### src/rtl/ann_seq_pkg.sv
// Shared types and CSR map for the ANN layer sequencer.
package ann_seq_pkg;

    typedef enum logic [2:0] {
        IDLE,
        CLR,
        ISSUE,
        DRAIN,
        WRITE,
        DONE
    } seq_state_e;

    localparam logic [2:0] CSR_CTRL   = 3'd0;
    localparam logic [2:0] CSR_STATUS = 3'd1;
    localparam logic [2:0] CSR_N_IN   = 3'd2;
    localparam logic [2:0] CSR_N_OUT  = 3'd3;
    localparam logic [2:0] CSR_CYCLES = 3'd4;

    localparam int CTRL_START  = 0;
    localparam int CTRL_IRQ_EN = 1;
    localparam int STAT_BUSY   = 0;
    localparam int STAT_DONE   = 1;
    localparam int STAT_ERR    = 2;

endpackage

### src/rtl/ann_seq_csr.sv
// Avalon-MM CSR slave for the ANN layer sequencer: layer sizes, control,
// sticky status with write-one-to-clear, registered read data and IRQ.
module ann_seq_csr
    import ann_seq_pkg::*;
#(
    parameter int ADDR_W = 10
) (
    input  logic              clk_clk,
    input  logic              reset_reset_n,
    input  logic [2:0]        avs_address,
    input  logic              avs_write,
    input  logic [31:0]       avs_writedata,
    input  logic              avs_read,
    output logic [31:0]       avs_readdata,
    input  logic              busy,
    input  logic              done_set,
    input  logic [31:0]       cycles,
    output logic              start_go,
    output logic              irq,
    output logic              irq_en,
    output logic              done,
    output logic              err,
    output logic [ADDR_W-1:0] n_in,
    output logic [ADDR_W-1:0] n_out
);

    logic        wr_ctrl;
    logic        wr_status;
    logic        start_cmd;
    logic        sizes_ok;
    logic        start_zero;
    logic [31:0] rd_mux;
    logic        unused_wdata;

    assign wr_ctrl    = avs_write && (avs_address == CSR_CTRL);
    assign wr_status  = avs_write && (avs_address == CSR_STATUS);
    assign start_cmd  = wr_ctrl && avs_writedata[CTRL_START];
    assign sizes_ok   = (n_in != '0) && (n_out != '0);
    assign start_go   = start_cmd && !busy && sizes_ok;
    // A start with an empty layer finishes immediately and flags the error.
    assign start_zero = start_cmd && !busy && !sizes_ok;
    assign irq        = done & irq_en;
    assign unused_wdata = ^avs_writedata[31:ADDR_W];

    always_comb begin
        rd_mux = '0;
        case (avs_address)
            CSR_CTRL:   rd_mux = {30'd0, irq_en, 1'b0};
            CSR_STATUS: rd_mux = {29'd0, err, done, busy};
            CSR_N_IN:   rd_mux = 32'(n_in);
            CSR_N_OUT:  rd_mux = 32'(n_out);
            CSR_CYCLES: rd_mux = cycles;
            default:    rd_mux = '0;
        endcase
    end

    always_ff @(posedge clk_clk or negedge reset_reset_n) begin
        if (!reset_reset_n) begin
            irq_en       <= 1'b0;
            done         <= 1'b0;
            err          <= 1'b0;
            n_in         <= ADDR_W'(1);
            n_out        <= ADDR_W'(1);
            avs_readdata <= '0;
        end else begin
            if (wr_ctrl)
                irq_en <= avs_writedata[CTRL_IRQ_EN];
            done <= done_set | start_zero | (done & ~(wr_status & avs_writedata[STAT_DONE]));
            err  <= start_zero | (err & ~(wr_status & avs_writedata[STAT_ERR]));
            if (avs_write && (avs_address == CSR_N_IN) && !busy)
                n_in <= avs_writedata[ADDR_W-1:0];
            if (avs_write && (avs_address == CSR_N_OUT) && !busy)
                n_out <= avs_writedata[ADDR_W-1:0];
            avs_readdata <= avs_read ? rd_mux : '0;
        end
    end

endmodule

### src/rtl/ann_layer_sequencer.sv
// Fully-connected layer sequencer: walks input/weight RAMs, drives the MAC and
// writes one result per neuron. Optional LED status mirror via LED_STATUS_EN.
//
// state | meaning
// IDLE  | waiting for start
// CLR   | clear accumulator for current neuron
// ISSUE | one input/weight read per cycle
// DRAIN | wait for RAM and MAC pipeline to empty
// WRITE | store accumulator to output RAM
// DONE  | last neuron written, flag done
module ann_layer_sequencer
    import ann_seq_pkg::*;
#(
    parameter int ADDR_W  = 10,
    parameter int WADDR_W = 16,
    parameter int MAC_LAT = 3,
    parameter int RAM_LAT = 1
) (
    input  logic               clk_clk,
    input  logic               reset_reset_n,
    input  logic [2:0]         avs_address,
    input  logic               avs_write,
    input  logic [31:0]        avs_writedata,
    input  logic               avs_read,
    output logic [31:0]        avs_readdata,
    output logic               irq,
    output logic [ADDR_W-1:0]  in_addr,
    output logic [WADDR_W-1:0] w_addr,
    output logic               mac_clr,
    output logic               mac_en,
    output logic               mac_last,
    output logic               out_we,
    output logic [ADDR_W-1:0]  out_addr,
    output logic [7:0]         leds_export
);

    localparam int DRAIN_N = MAC_LAT + RAM_LAT;
    localparam int DW      = (DRAIN_N > 1) ? $clog2(DRAIN_N) : 1;

    seq_state_e        state;
    logic [31:0]       cycles;
    logic              busy;
    logic              done_set;
    logic              start_go;
    logic              irq_en;
    logic              done;
    logic              err;
    logic [ADDR_W-1:0] n_in;
    logic [ADDR_W-1:0] n_out;
    logic [ADDR_W-1:0] neuron;
    logic [DW-1:0]     drain_cnt;
    logic              issue_v;
    logic              issue_last;

    assign busy     = (state != IDLE);
    assign done_set = (state == DONE);

    ann_seq_csr #(.ADDR_W(ADDR_W)) u_csr (
        .clk_clk       (clk_clk),
        .reset_reset_n (reset_reset_n),
        .avs_address   (avs_address),
        .avs_write     (avs_write),
        .avs_writedata (avs_writedata),
        .avs_read      (avs_read),
        .avs_readdata  (avs_readdata),
        .busy          (busy),
        .done_set      (done_set),
        .cycles        (cycles),
        .start_go      (start_go),
        .irq           (irq),
        .irq_en        (irq_en),
        .done          (done),
        .err           (err),
        .n_in          (n_in),
        .n_out         (n_out)
    );

    always_ff @(posedge clk_clk or negedge reset_reset_n) begin
        if (!reset_reset_n) begin
            state      <= IDLE;
            cycles     <= '0;
            in_addr    <= '0;
            w_addr     <= '0;
            neuron     <= '0;
            drain_cnt  <= '0;
            mac_clr    <= 1'b0;
            issue_v    <= 1'b0;
            issue_last <= 1'b0;
            out_we     <= 1'b0;
            out_addr   <= '0;
        end else begin
            mac_clr    <= 1'b0;
            issue_v    <= 1'b0;
            issue_last <= 1'b0;
            out_we     <= 1'b0;
            if (busy && (cycles != '1))
                cycles <= cycles + 32'd1;
            case (state)
                IDLE: begin
                    if (start_go) begin
                        state   <= CLR;
                        mac_clr <= 1'b1;
                        neuron  <= '0;
                        w_addr  <= '0;
                        cycles  <= '0;
                    end
                end
                CLR: begin
                    state      <= ISSUE;
                    in_addr    <= '0;
                    issue_v    <= 1'b1;
                    issue_last <= (n_in == ADDR_W'(1));
                end
                ISSUE: begin
                    // w_addr keeps running across neurons: neuron*N_IN + i.
                    w_addr <= w_addr + WADDR_W'(1);
                    if (in_addr == n_in - ADDR_W'(1)) begin
                        state     <= DRAIN;
                        drain_cnt <= DW'(DRAIN_N - 1);
                    end else begin
                        in_addr    <= in_addr + ADDR_W'(1);
                        issue_v    <= 1'b1;
                        issue_last <= (in_addr + ADDR_W'(1) == n_in - ADDR_W'(1));
                    end
                end
                DRAIN: begin
                    if (drain_cnt == '0) begin
                        state    <= WRITE;
                        out_we   <= 1'b1;
                        out_addr <= neuron;
                    end else begin
                        drain_cnt <= drain_cnt - DW'(1);
                    end
                end
                WRITE: begin
                    if (neuron == n_out - ADDR_W'(1)) begin
                        state <= DONE;
                    end else begin
                        state   <= CLR;
                        neuron  <= neuron + ADDR_W'(1);
                        mac_clr <= 1'b1;
                    end
                end
                DONE:    state <= IDLE;
                default: state <= IDLE;
            endcase
        end
    end

    // MAC strobes follow the read issue by the RAM read latency.
    generate
        if (RAM_LAT == 0) begin : g_no_delay
            assign mac_en   = issue_v;
            assign mac_last = issue_last;
        end else begin : g_delay
            logic [RAM_LAT-1:0] en_sr;
            logic [RAM_LAT-1:0] last_sr;
            always_ff @(posedge clk_clk or negedge reset_reset_n) begin
                if (!reset_reset_n) begin
                    en_sr   <= '0;
                    last_sr <= '0;
                end else begin
                    en_sr[0]   <= issue_v;
                    last_sr[0] <= issue_last;
                    for (int k = 1; k < RAM_LAT; k++) begin
                        en_sr[k]   <= en_sr[k-1];
                        last_sr[k] <= last_sr[k-1];
                    end
                end
            end
            assign mac_en   = en_sr[RAM_LAT-1];
            assign mac_last = last_sr[RAM_LAT-1];
        end
    endgenerate

`ifdef LED_STATUS_EN
    always_ff @(posedge clk_clk or negedge reset_reset_n) begin
        if (!reset_reset_n)
            leds_export <= 8'h00;
        else
            leds_export <= {err, done, busy, irq_en, neuron[3:0]};
    end
`else
    logic unused_status;
    assign unused_status = ^{err, done, irq_en};
    assign leds_export   = 8'h00;
`endif

endmodule

### config.mk
export PLATFORM = sky130hd
export DESIGN_NAME = ann_layer_sequencer
export DESIGN_NICKNAME = d
export VERILOG_FILES = /design/src/rtl/ann_seq_pkg.sv /design/src/rtl/ann_seq_csr.sv /design/src/rtl/ann_layer_sequencer.sv
export SDC_FILE = /design/constraint.sdc
export NUM_CORES = 1
export LEC_CHECK = 0
export BUFFER_PORTS_ARGS = -buffer_cell sky130_fd_sc_hd__buf_2
export CORE_UTILIZATION = 43
export CTS_BUF_LIST = sky130_fd_sc_hd__clkbuf_4
export DETAILED_ROUTE_END_ITERATION = 7
export SLEW_MARGIN = 25
export SYNTH_ARGS = -nofsm -noshare
export SYNTH_HDL_FRONTEND = slang
export SYNTH_SLANG_ARGS = --single-unit
### constraint.sdc
create_clock -name clk_clk -period 8.3 [get_ports clk_clk]
set_input_delay 0.415 -clock clk_clk [delete_from_list [all_inputs] [get_ports clk_clk]]
set_output_delay 0.415 -clock clk_clk [all_outputs]
set_load 0.01 [all_outputs]
* Word-level counts from Yosys, hierarchy flattened *
Index checks and enable logic that the tools add are counted.

operators by class
  add/sub/neg operators = 7
  eq/ne operators = 20
  mux-type cells = 29
  bitwise gates (word level) = 10
  reductions and logical operators = 30

operators by type and width
  cell                                                                    count
  32-bit case mux with 5 select lines                                     1
  32-bit two-way mux                                                      4
  10-bit case mux with 2 select lines                                     2
  32-bit by 1-bit adder with 32-bit output, second input constant         1
  32-bit inequality test, second input constant                           1
  16-bit case mux with 2 select lines                                     1
  10-bit equality test                                                    3
  10-bit two-way mux                                                      3
  10-bit by 1-bit adder with 10-bit output, second input constant         2
  10-bit nonzero test                                                     2
  10-bit by 1-bit subtractor with 10-bit output, second input constant    2
  16-bit by 1-bit adder with 16-bit output, second input constant         1
  16-bit two-way mux                                                      1
  3-bit case mux with 5 select lines                                      1
  3-bit by 2-bit equality test with 1-bit output, second input constant   4
  1-bit logical AND                                                       12
  3-bit two-way mux                                                       4
  2-bit inequality test, second input constant                            6
  10-bit by 1-bit equality test with 1-bit output, second input constant  1
  3-bit equality test, second input constant                              3
  3-bit AND reduction                                                     3
  2-bit nonzero test                                                      4
  3-bit by 1-bit equality test with 1-bit output, second input constant   2
  3-bit logical NOT                                                       2
  other kinds (12)                                                        30

storage, ports and cells
  flip-flop bits (word level) = 144
  input port bits = 39
  output and inout bits = 81

* Depth between registers and ports, before layout *
  depth in word-level cells = 7
  gate-level depth with buffers = 11

* Hierarchy *
From an unflattened synthesis, not the netlist that was laid out.

second synthesis, totals
  cell total of the unflattened synthesis = 763
  area, all modules = 7518.5 sq um

by module, submodules not included
  module               instances  cells each  area an instance (sq um)
  ann_layer_sequencer  1          589         5227.5
  ann_seq_csr          1          174         2290.9

* Worst setup path after synthesis *
OpenSTA, ideal clock, no wires.

  kind = reg2reg
  start = register u_csr.n_in[1]
  end = register in_addr[3]
  arrival = 2.536 ns
  data required time = 8.174 ns
  path slack = 5.638 ns
  cell stages (with the launch flop) = 9
  buffers on the path = 0
  period minus slack after synthesis = 2.662 ns
  path through = dfrtp_1 -> inv_1 -> ha_1 -> or3b_4 -> or3_4 -> a2111oi_4 -> and4_4 -> nand3_4 -> a221o_1

on the way
  word-level cells in the longest chain between the ends = 4

RTL lines
  what                                           RTL line                    text
  start, declared                                ann_seq_csr.sv:23           output logic [ADDR_W-1:0] n_in,
  start signal, assigned                         ann_seq_csr.sv:71           n_in <= avs_writedata[ADDR_W-1:0];
  10-bit by 1-bit subtractor with 10-bit output  ann_layer_sequencer.sv:117  if (in_addr == n_in - ADDR_W'(1)) begin
  10-bit equality test                           ann_layer_sequencer.sv:117
  2-bit inequality test (no line)                -
  2-bit AND reduction (no line)                  -
  end signal, assigned                           ann_layer_sequencer.sv:121  in_addr <= in_addr + ADDR_W'(1);
  end, declared                                  ann_layer_sequencer.sv:27   output logic [ADDR_W-1:0] in_addr,

Every way passes these cells.
A chain may end at the register's enable or synchronous reset.

* Worst setup path in the final report *
  start = register u_csr.n_in[6]
  end = register w_addr[8]

on the way
  word-level cells in the longest chain between the ends = 5

RTL lines
  what                             RTL line                    text
  10-bit nonzero test              ann_seq_csr.sv:38           assign sizes_ok = (n_in != '0) && (n_out != '0);
  1-bit logical AND                ann_seq_csr.sv:38
  1-bit logical AND                ann_seq_csr.sv:39           assign start_go = start_cmd && !busy && sizes_ok;
  2-bit inequality test (no line)  -
  2-bit AND reduction (no line)    -
  end signal, assigned             ann_layer_sequencer.sv:116  w_addr <= w_addr + WADDR_W'(1);
  end, declared                    ann_layer_sequencer.sv:28   output logic [WADDR_W-1:0] w_addr,

Every way passes these cells.

==> results.sh <==
export IMPL_cpMaxStageDelayCell="nor4b_1"
export IMPL_cts_buffers=17
export IMPL_synth_enable_flop_cells=0
export IMPL_arrival_ns=3.50
export IMPL_hpwlAfterDp_um=12900
export IMPL_crit_path_max_incr_delay_ns=0.80
export IMPL_sequential_cell_area_sq_mm=0.00361
export IMPL_critical_path_class="flop to flop"
export IMPL_hold_viol=0
export IMPL_floorplan_die_width_um=136
export IMPL_critical_path_top_cell_by_count="o21ai_0"
export IMPL_grt_start_max_net_pins=98
export IMPL_finalClockSkew_ns=0.0239
export IMPL_seq_area_frac_synth=0.469
export IMPL_cts_htree_levels=4
export IMPL_final_min_clock_period_ns=3.04
export IMPL_layout_nets=893
export IMPL_post_route_cells_drive_above_1_share=0.214
export IMPL_element_type_at_the_critical_path_end="flop"
export IMPL_antenna_violating_nets_post_route=0
export IMPL_routed_via_density=5.57
export IMPL_die_h_um=136
export IMPL_clk_path_buf_depth=2
export IMPL_synth_cells=767
export IMPL_async_flop_share=1.00
export IMPL_count_of_routing_violations_after_the_opening_detailed_route_iteration=376
export IMPL_ys_seq_elements=144
export IMPL_synth_cell_area_sq_mm=0.00768
export IMPL_clockRootBuffer="clkbuf_4"
export IMPL_multi_input_comb_area_sq_mm=0.00382
export IMPL_power_switching_share=0.250
export IMPL_routed_wire_length_per_instance_um=16.6
export IMPL_critPathLaunchType="flop"
export IMPL_drv_cap=0
export IMPL_detail_route_drc_violations=0
export IMPL_grt_antenna_before_repair=1
export IMPL_layout_common_cells="dfrtp_1, buf_2, nor2_1"
export IMPL_final_design_utilization=0.492
export IMPL_tightest_hold_check_type="primary input to flop"
export IMPL_track_usage=0.203
export IMPL_p_leak_nw=4.06
export IMPL_area_delta_synth_final_pct=11.1
export IMPL_port_buffers=89
export IMPL_cts_sinks=144
export IMPL_critPathRequiredTime_ns=8.76
export IMPL_worst_slew_pin_slew_ns=0.951
export IMPL_synth_cell_types=74
export IMPL_die_area_sq_mm=0.0184
export IMPL_slew_headroom=0.357
export IMPL_final_max_slew_viol_count=0
export IMPL_grt_remaining_overflow=0
export IMPL_fmax_ghz=0.329
export IMPL_n_fill_cell=1621
export IMPL_worst_path_cell_chain="or4_4, nor4b_1, a221oi_4, buf_4, nor2_1, o21ai_0, o21ai_0"
export IMPL_first_global_vias=5688
export IMPL_synthesis_yosys_warnings=0
export IMPL_power_share_combinational=0.036
export IMPL_grt_pass1_wl_um=29200
export IMPL_min_period_over_period=0.366
export IMPL_post_cts_setup_buffer_count=0
export IMPL_rsz0062_at_grt="false"
export IMPL_ir_worst_vdd_uv=81.1
export IMPL_ys_flop_type="dfrtp_1"
export IMPL_design_core_area_sq_mm=0.0174
export IMPL_p_per_area_mw_per_mm2=137
export IMPL_totalNegativeSetupSlack_ns=0
export IMPL_gp_congestion=0.843
export IMPL_clock_tree_from_tritoncts="built"
export IMPL_ios=120
export IMPL_clkTransAtPathRegs_ns=0.14
export IMPL_power_frac_clock=0.356
export IMPL_final_common_cell="dfrtp_1"
export IMPL_average_footprint_of_a_synthesized_cell_sq_um=10.0
export IMPL_worstPathMaxFanout=31
export IMPL_switching_component_of_the_power_w=0.000291
export IMPL_outcome="finished clean"
export IMPL_drt_first_pass_iters=5
export IMPL_timing_final_setup_violations=0
export IMPL_finalWirelength_um=17900
export IMPL_floorplan_initialDensity=0.443
export IMPL_detailroute_via_count=6038
export IMPL_worstSkewPairLatency_ns=0.55
export IMPL_cell_internal_pwr_w=0.000874
export IMPL_rows=48
export IMPL_sequential_cell_fraction_of_total_power=0.608
## logic make-up (layout without fill, tap and decap cells)
family,after synthesis,in the layout,synth area share
and+or+nand+nor,323,323,0.229
DFF,144,144,0.469
AOI/OAI and AO/OA,124,124,0.105
buffers and inverters,61,145,0.0396
muxes,58,58,0.0822
xor gates and xnor gates,47,47,0.0591
adders and majority gates,9,9,0.0147
other,1,9,0.000488
## cells in the mapped netlist (all sizes together) (20+ instances only)
master | instances | share of area
nor3 | 25 | 0.016
nor2 | 57 | 0.028
nand2 | 53 | 0.026
and2 | 28 | 0.023
mux2 | 31 | 0.045
o21ai | 42 | 0.028
and3 | 22 | 0.019
clkbuf | 21 | 0.012
nand4 | 22 | 0.018
buf | 20 | 0.017
a21oi | 27 | 0.018
xnor2 | 33 | 0.038
nand3 | 43 | 0.030
dfrtp | 142 | 0.46
mux2i | 26 | 0.034
## stage by stage
stage                     total power [W]  cell area, sq um  instances  setup slack (ns)  hold WS [ns]
after global routing              0.00122              8530       1084              4.98        0.0503
after global placement           0.000763              8260       1050              5.05         0.346
after floorplan                  0.000741              7710        774              5.64         0.119
after CTS                         0.00118              8530       1083              4.91        0.0539
after detailed placement         0.000764              8260       1050              4.97         0.343
final                             0.00117              8530       1084              5.26         0.105
## state kept, by name, summed over array words and instances (netlist names), 2 cells and up
signal,cells
drain_cnt,2
cycles,32
in_addr,10
neuron,10
state,3
u_csr.avs_readdata,32
out_addr,10
u_csr.n_out,10
u_csr.n_in,10
w_addr,16
## worst max-delay path: cells and delay by family (launching register included)
| kind | cells | cell delay, ns |
|---|---|---|
| buf+inv | 1 | 0.29 |
| compound gates | 3 | 0.40 |
| flops | 1 | 0.49 |
| simple gates | 3 | 1.77 |
## repair_timing
action,in CTS,in global routing
hold endpoints to repair,94,0
hold buffers,1,0
gates resized for setup,0,0
## power groups by stage
stage | Sequential (W) | Combinational [W] | Clock (W)
2_1_floorplan | 0.000724 | 0.0000175 | 0
3_3_place_gp | 0.000721 | 0.0000422 | 0
3_5_place_dp | 0.000721 | 0.0000429 | 0
4_1_cts | 0.000708 | 0.0000433 | 0.000432
5_1_grt | 0.000709 | 0.0000477 | 0.000461
6_report | 0.000708 | 0.0000422 | 0.000415
## area by class of cell
cell class,instances,share of cell area
antenna,1,0.000293
multi-input combinational,569,0.447
timing repair buffer,95,0.0585
clock buffer,19,0.0167
tap,225,0.0330
inverter,18,0.00792
sequential,144,0.423
clock inverter,13,0.0136
## final timing paths
kind                                       start             end  slack [ns]  depth (start not counted)
worst max-delay path               u_csr.n_in[6]       w_addr[8]        5.26                          7
worst min-delay path            avs_writedata[6]  u_csr.n_out[6]        0.10                          2
worst max register to register     u_csr.n_in[6]       w_addr[8]        5.26                          7
worst min register to register           issue_v          mac_en        0.38                          0
max in group asynchronous          reset_reset_n        state[1]        6.59                          3
min in group asynchronous          reset_reset_n  u_csr.n_out[5]        0.52                          2
## per-layer routing
layer  GRT usage  share of wire  vias to the layer above
li1            -              -                     2908
met1       0.271           0.46                     2965
met5           0              0                        -
met2       0.325           0.48                      147
met4      0.0687          0.013                        0
met3      0.0430          0.048                       18
Power figures use the tool's default switching activity.
